[src/rtl/asm_dp_pkg.sv]
// Shared types for the ASM datapath: state index, micro-op codes, default
// widths and the state-to-micro-op mapping.
package asm_dp_pkg;

    localparam int A_W_DEF   = 4;
    localparam int CNT_W_DEF = 8;

    // Controller state index; index 0 corresponds to dec_in bit 7.
    typedef enum logic [2:0] {
        S000 = 3'd0,
        S001 = 3'd1,
        S010 = 3'd2,
        S011 = 3'd3,
        S100 = 3'd4,
        S101 = 3'd5,
        S110 = 3'd6,
        S111 = 3'd7
    } state_e;

    // Register-transfer micro-operation applied to the accumulator.
    typedef enum logic [2:0] {
        OP_LOAD = 3'd0,
        OP_INC  = 3'd1,
        OP_HOLD = 3'd2,
        OP_CLR  = 3'd3,
        OP_DEC  = 3'd4,
        OP_SHL  = 3'd5,
        OP_CPL  = 3'd6
    } op_e;

    // S010 and S100 are test states for the controller, so the datapath holds.
    function automatic op_e state_to_op(input state_e s);
        op_e op;
        case (s)
            S000:    op = OP_LOAD;
            S001:    op = OP_INC;
            S010:    op = OP_HOLD;
            S011:    op = OP_CLR;
            S100:    op = OP_HOLD;
            S101:    op = OP_DEC;
            S110:    op = OP_SHL;
            S111:    op = OP_CPL;
            default: op = OP_HOLD;
        endcase
        return op;
    endfunction

endpackage

[src/rtl/asm_dp_onehot_enc.sv]
// One-hot to index encoder: inverse of the controller's state decoder.
// dec_in bit 7 maps to index 0, bit 0 to index 7; valid only when exactly
// one bit is set.
module onehot_enc (
    input  logic [7:0] dec_in,
    output logic [2:0] idx,
    output logic       valid
);

    logic [3:0] hit_cnt_s;

    // Encode the set bit position and count set bits to qualify the result.
    always_comb begin
        idx       = 3'd0;
        hit_cnt_s = 4'd0;
        for (int i = 0; i < 8; i++) begin
            if (dec_in[i]) begin
                idx       = 3'(7 - i);
                hit_cnt_s = hit_cnt_s + 4'd1;
            end else begin
                hit_cnt_s = hit_cnt_s;
            end
        end
        valid = (hit_cnt_s == 4'd1);
    end

endmodule

[src/rtl/asm_dp.sv]
// ASM datapath: executes one accumulator micro-op per cycle from the
// controller's one-hot state decode and returns status flags E and F.
// Optional feature macro: ASM_DP_ONEHOT_CHECK_EN (sticky illegal-decode flag).
module asm_dp
    import asm_dp_pkg::*;
#(
    parameter int A_W   = A_W_DEF,
    parameter int CNT_W = CNT_W_DEF
) (
    input  logic             clk,
    input  logic             rst,
    input  logic [7:0]       dec_in,
    input  logic [A_W-1:0]   data_in,
    output logic [A_W-1:0]   A,
    output logic             E,
    output logic             F,
    output logic             done,
    output logic [CNT_W-1:0] busy_cnt,
    output logic             err
);

    localparam logic [CNT_W-1:0] CNT_MAX = {CNT_W{1'b1}};

    logic [2:0]       idx_s;
    logic             valid_s;
    op_e              op_s;
    logic [A_W-1:0]   a_next_s;
    logic [CNT_W-1:0] cnt_next_s;
    logic [A_W-1:0]   a_r;
    logic [CNT_W-1:0] busy_cnt_r;
    logic             done_r;

    onehot_enc u_enc (
        .dec_in (dec_in),
        .idx    (idx_s),
        .valid  (valid_s)
    );

    // Map the decoded state index onto its micro-op.
    always_comb begin
        op_s = state_to_op(state_e'(idx_s));
    end

    // Next accumulator value; illegal decodes hold the accumulator.
    always_comb begin
        a_next_s = a_r;
        if (valid_s) begin
            case (op_s)
                OP_LOAD: a_next_s = data_in;
                OP_INC:  a_next_s = a_r + A_W'(1);
                OP_HOLD: a_next_s = a_r;
                OP_CLR:  a_next_s = '0;
                OP_DEC:  a_next_s = a_r - A_W'(1);
                OP_SHL:  a_next_s = {a_r[A_W-2:0], 1'b0};
                OP_CPL:  a_next_s = ~a_r;
                default: a_next_s = a_r;
            endcase
        end else begin
            a_next_s = a_r;
        end
    end

    // Next busy count: cleared in S000, saturating increment in other valid states.
    always_comb begin
        cnt_next_s = busy_cnt_r;
        if (!valid_s) begin
            cnt_next_s = busy_cnt_r;
        end else if (op_s == OP_LOAD) begin
            cnt_next_s = '0;
        end else if (busy_cnt_r != CNT_MAX) begin
            cnt_next_s = busy_cnt_r + CNT_W'(1);
        end else begin
            cnt_next_s = busy_cnt_r;
        end
    end

    // Datapath registers: accumulator, busy counter and the done pulse.
    always_ff @(posedge clk or posedge rst) begin
        if (rst) begin
            a_r        <= '0;
            busy_cnt_r <= '0;
            done_r     <= 1'b0;
        end else begin
            a_r        <= a_next_s;
            busy_cnt_r <= cnt_next_s;
            done_r     <= valid_s && (op_s == OP_CLR);
        end
    end

`ifdef ASM_DP_ONEHOT_CHECK_EN
    logic err_r;

    // Sticky flag: any illegal decode sets it until reset.
    always_ff @(posedge clk or posedge rst) begin
        if (rst) begin
            err_r <= 1'b0;
        end else if (!valid_s) begin
            err_r <= 1'b1;
        end else begin
            err_r <= err_r;
        end
    end

    assign err = err_r;
`else
    assign err = 1'b0;
`endif

    // Flags come straight from the accumulator register, never from inputs.
    assign A        = a_r;
    assign F        = a_r[A_W-1];
    assign E        = a_r[A_W-2];
    assign done     = done_r;
    assign busy_cnt = busy_cnt_r;

endmodule

[config.mk]
export PLATFORM = sky130hd
export DESIGN_NAME = asm_dp
export DESIGN_NICKNAME = d
export VERILOG_FILES = /design/src/rtl/asm_dp_pkg.sv /design/src/rtl/asm_dp_onehot_enc.sv /design/src/rtl/asm_dp.sv
export SDC_FILE = /design/constraint.sdc
export NUM_CORES = 1
export LEC_CHECK = 0
export CORE_UTILIZATION = 25
export DETAILED_ROUTE_END_ITERATION = 6
export GPL_TIMING_DRIVEN = 0
export PLACE_DENSITY_LB_ADDON = 0.15
export SETUP_SLACK_MARGIN = 0.15
export SYNTH_ARGS = -nofsm -noshare
export SYNTH_HDL_FRONTEND = slang
export SYNTH_SLANG_ARGS = --single-unit
[constraint.sdc]
create_clock -name clk -period 2.4 [get_ports clk]
set_clock_uncertainty 0.15 [all_clocks]
set_input_delay 0.48 -clock clk [delete_from_list [all_inputs] [get_ports clk]]
set_output_delay 0.48 -clock clk [all_outputs]
set_load 0.005 [all_outputs]
==> impl_metrics.xml <==
<?xml version="1.0" encoding="UTF-8"?>
<metrics>
  <group name="hold_path">
    <metric name="worst_min_delay_path_endpoint" unit="">busy_cnt[6]$_DFFE_PP0P_</metric>
    <metric name="hold-path-cell-count" unit="">1</metric>
    <metric name="hold_path_startpoint" unit="">busy_cnt[6]$_DFFE_PP0P_</metric>
    <metric name="min_path_type" unit="">register to register</metric>
  </group>
  <group name="clock_network">
    <metric name="number_of_clock_buffers_inserted_by_tritoncts" unit="">3</metric>
    <metric name="cts.clk_slew.worst_paths" unit="ns">0.06</metric>
    <metric name="clk-insertion-delay-late" unit="ns">0.25</metric>
    <metric name="cts-root-to-sink-buffers" unit="">2</metric>
    <metric name="root_buffer" unit="">clkbuf_8</metric>
    <metric name="htree_levels" unit="">1</metric>
    <metric name="tritoncts_clock_tree" unit="">done</metric>
    <metric name="clock-sinks" unit="">13</metric>
  </group>
  <group name="drt">
    <metric name="drt_first_pass_iters" unit="">4</metric>
    <metric name="route.antenna.remaining_nets" unit="">0</metric>
    <metric name="postRouteWirelength" unit="um">4350</metric>
    <metric name="routedWlPerCell" unit="um">13.7</metric>
    <metric name="post-route-drc-count" unit="">0</metric>
    <metric name="vias_per_cell" unit="">5.08</metric>
    <metric name="initialDrtViolationCount" unit="">78</metric>
    <metric name="via_count" unit="">1617</metric>
  </group>
  <group name="placement">
    <metric name="dp_hpwl" unit="um">3190</metric>
    <metric name="globalplace.congestion" unit="">0.745</metric>
    <metric name="place_ws" unit="ns">-3.61</metric>
    <metric name="placement.io_buffers" unit="">23</metric>
  </group>
  <group name="layout">
    <metric name="layout-drive-gt1-share" unit="%">29.0</metric>
    <metric name="seqCellArea" unit="um2">325</metric>
    <metric name="multi_input_area" unit="mm2">0.00143</metric>
    <metric name="syn2layout_area_growth" unit="%">45.0</metric>
    <metric name="total_number_of_nets_in_the_final_design" unit="">271</metric>
    <metric name="fillerInstances" unit="">649</metric>
    <metric name="inserted_diodes" unit="">0</metric>
  </group>
  <group name="synth">
    <metric name="main_area_contributors_after_synthesis" unit="">dfrtp_1, ha_1, nor2_1, xor2_1, nand3_1</metric>
    <metric name="synth_edf_count" unit="">0</metric>
    <metric name="syn_avg_cell_area" unit="um2">8.16</metric>
    <metric name="synth_cells" unit="">202</metric>
    <metric name="synth_area" unit="mm2">0.00165</metric>
    <metric name="synth_top_area_cell" unit="">dfrtp_1</metric>
    <metric name="async_reset_ff_share" unit="%">100</metric>
    <metric name="post_synth_most_frequent_cells" unit="">nor2_1, nand2_1, ha_1, dfrtp_1, nand3_1</metric>
    <metric name="net_count_synth" unit="">231</metric>
    <metric name="synth-seq-area-share" unit="%">19.7</metric>
    <metric name="ys_warn_count" unit="">0</metric>
    <metric name="number_of_flip_flops_and_latches_in_the_synthesized_netlist" unit="">13</metric>
    <metric name="ys_dominant_reg_cell" unit="">dfrtp_1</metric>
    <metric name="synthDominantCellAreaShare" unit="%">19.7</metric>
    <metric name="ys_types" unit="">56</metric>
    <metric name="synthMostInstantiatedCell" unit="">nor2_1</metric>
  </group>
  <group name="power">
    <metric name="comb_power_share" unit="%">64.5</metric>
    <metric name="netSwitchingPower" unit="uW">668</metric>
    <metric name="ir_drop" unit="mV">0.342</metric>
    <metric name="p_sw_share" unit="%">41.1</metric>
    <metric name="clkPwrFrac" unit="%">12.5</metric>
    <metric name="seq_power_share" unit="%">23.0</metric>
    <metric name="p_per_area" unit="mW/mm2">679</metric>
    <metric name="p_leak" unit="nW">0.915</metric>
    <metric name="intPower" unit="uW">956</metric>
  </group>
  <group name="global_routing">
    <metric name="groute.usage.overall" unit="%">12.9</metric>
    <metric name="via_count_of_the_first_global_routing_pass" unit="">1561</metric>
    <metric name="grt_max_degree" unit="">14</metric>
    <metric name="grt_pass1_wl" unit="um">7410</metric>
    <metric name="number_of_antenna_violations_at_the_first_check_in_global_routing" unit="">0</metric>
    <metric name="grt_remaining_overflow" unit="">0</metric>
  </group>
  <group name="critical_path">
    <metric name="worst_setup_start_kind" unit="">primary input</metric>
    <metric name="critical_path.reg2reg.startpoint" unit="">busy_cnt[0]$_DFFE_PP0P_</metric>
    <metric name="critical_path.endpoint_type" unit="">register</metric>
    <metric name="r2r_cells" unit="">8</metric>
    <metric name="critPathArrivalTime" unit="ns">4.75</metric>
    <metric name="register_to_register_setup_slack" unit="ns">0.26</metric>
    <metric name="critical_path_class" unit="">primary input to register</metric>
    <metric name="worst_ep_required_time" unit="ns">2.39</metric>
    <metric name="r2r_end" unit="">busy_cnt[5]$_DFFE_PP0P_</metric>
    <metric name="timing.critical_path.fanout_max" unit="">5</metric>
  </group>
  <group name="run_status">
    <metric name="run_status" unit="">finished with violations</metric>
    <metric name="failed_checks" unit="">negative setup slack</metric>
  </group>
  <group name="timing">
    <metric name="max_freq" unit="MHz">210</metric>
    <metric name="post-route-worst-setup-slack" unit="ns">-2.37</metric>
    <metric name="setup_viol" unit="">13</metric>
    <metric name="worst_slew_margin_rel" unit="%">52.0</metric>
    <metric name="finalHoldViolations" unit="">0</metric>
    <metric name="final_period_minus_worst_setup_slack" unit="ns">4.77</metric>
    <metric name="fin_worst_hold_slack" unit="ns">0.422</metric>
    <metric name="period_share" unit="%">199</metric>
    <metric name="drv_slew" unit="">0</metric>
    <metric name="grt_setup_unrepaired" unit="">yes</metric>
    <metric name="tightest_slew" unit="ns">0.700</metric>
  </group>
  <group name="run">
    <metric name="max_cap_viol_count" unit="">0</metric>
  </group>
  <group name="floorplan">
    <metric name="initial_utilization" unit="%">26.0</metric>
    <metric name="num_rows" unit="">29</metric>
    <metric name="number_of_ports_placed_on_the_die_boundary" unit="">30</metric>
    <metric name="die_width" unit="um">83.2</metric>
    <metric name="core_area" unit="mm2">0.00635</metric>
    <metric name="die_height" unit="um">83.2</metric>
    <metric name="die-area" unit="mm2">0.00692</metric>
  </group>
</metrics>
==> kinds of logic after synthesis <==
group / Yosys count / share of synthesized area, %
XOR/XNOR: 14 / 8.88
AND/OR/NAND/NOR: 73 / 21.5
AO/OA/AOI/OAI: 61 / 28.6
flip-flops: 13 / 19.7
other: 1 / 0.227
adder cells (fa/ha/maj): 15 / 11.8
multiplexers: 4 / 2.66
buffers and inverters: 21 / 6.60
==> timing repair <==
item / 4_1_cts / 5_1_grt
gates resized for setup: 33 / 9
pin swaps: 21 / 9
endpoints found under the setup margin: 13 / 13
hold buffers: 0 / 0
cloned: 1 / 0
buffers inserted: 8 / 3
==> worst max-delay path by stage <==
| stage | start | cells past startpoint | endpoint | slack (ns) |
|---|---|---|---|---|
| after CTS | dec_in[0] | 24 | busy_cnt[0]$_DFFE_PP0P_ | -2.44 |
| after floorplan | dec_in[0] | 23 | busy_cnt[0]$_DFFE_PP0P_ | -2.53 |
| after detailed placement | dec_in[0] | 23 | busy_cnt[5]$_DFFE_PP0P_ | -3.61 |
| after global routing | dec_in[0] | 24 | busy_cnt[0]$_DFFE_PP0P_ | -2.60 |
| final | dec_in[1] | 24 | busy_cnt[0]$_DFFE_PP0P_ | -2.37 |
| after global placement | dec_in[0] | 23 | busy_cnt[5]$_DFFE_PP0P_ | -3.60 |
==> layout by cell type, fill, tap and decap left out, types with 8 or more instances in the layout <==
| master | count |
|---|---|
| buf_4 | 13 |
| o21ai_0 | 8 |
| nand2_1 | 13 |
| nand3_1 | 12 |
| clkbuf_1 | 8 |
| nor2_1 | 16 |
| dfrtp_1 | 13 |
| ha_1 | 8 |
| clkdlybuf4s50_1 | 21 |
==> final cells by class <==
cell class | instances | share of cell area (%)
clock buffer | 4 | 1.88
buffer | 15 | 3.98
inverter | 6 | 1.99
tap | 77 | 4.03
sequential | 13 | 13.6
multi-input combinational | 168 | 59.8
timing repair buffer | 35 | 14.7
==> state kept, by name, summed over array words and instances (netlist names) <==
register  flops
busy_cnt      8
done          1
A             4
==> through the flow <==
step	power (mW)	util, %	cell area (um2)	std cells	setup TNS [ns]
floorplan	0.967	-	1770	202	-31.30
global placement	1.26	33.1	2100	302	-44.69
detailed placement	1.27	33.1	2100	302	-45.01
CTS	1.58	36.5	2310	315	-30.83
global route	1.76	37.7	2390	318	-32.83
finish	1.62	37.7	2390	318	-29.63
==> power groups by stage <==
stage / clock (mW) / sequential [mW] / combinational, mW
5_1_grt: 0.220 / 0.388 / 1.15
6_report: 0.203 / 0.374 / 1.05
2_1_floorplan: 0 / 0.358 / 0.609
4_1_cts: 0.208 / 0.376 / 0.993
3_5_place_dp: 0 / 0.380 / 0.885
3_3_place_gp: 0 / 0.382 / 0.882
==> per-layer routing <==
| metal | up-vias | global-route usage, % | wire [um] |
|---|---|---|---|
| met4 | 0 | 2.82 | 34 |
| li1 | 825 | - | - |
| met3 | 4 | 2.29 | 131 |
| met5 | - | 0 | 0 |
| met2 | 28 | 21.2 | 1980 |
| met1 | 760 | 17.6 | 2210 |
==> critical path: stages <==
cell and delay, ns:
buf_12 0.09, inv_12 0.03, ha_4 0.26, xor2_1 0.14, ha_1 0.25, nand2_2 0.08, o31ai_4 0.08, ha_4 0.22
mux2_4 0.27, ha_4 0.20, and2_4 0.14, a221o_1 0.29, ha_1 0.29, nand2b_4 0.11, o21a_1 0.13, ha_2 0.19
nand2_4 0.07, xnor2_4 0.18, nor3b_2 0.16, a32o_1 0.19, nand4_1 0.12, buf_6 0.20, a221o_1 0.38, a32o_1 0.21
No activity file was read; power rests on OpenSTA's default activity.
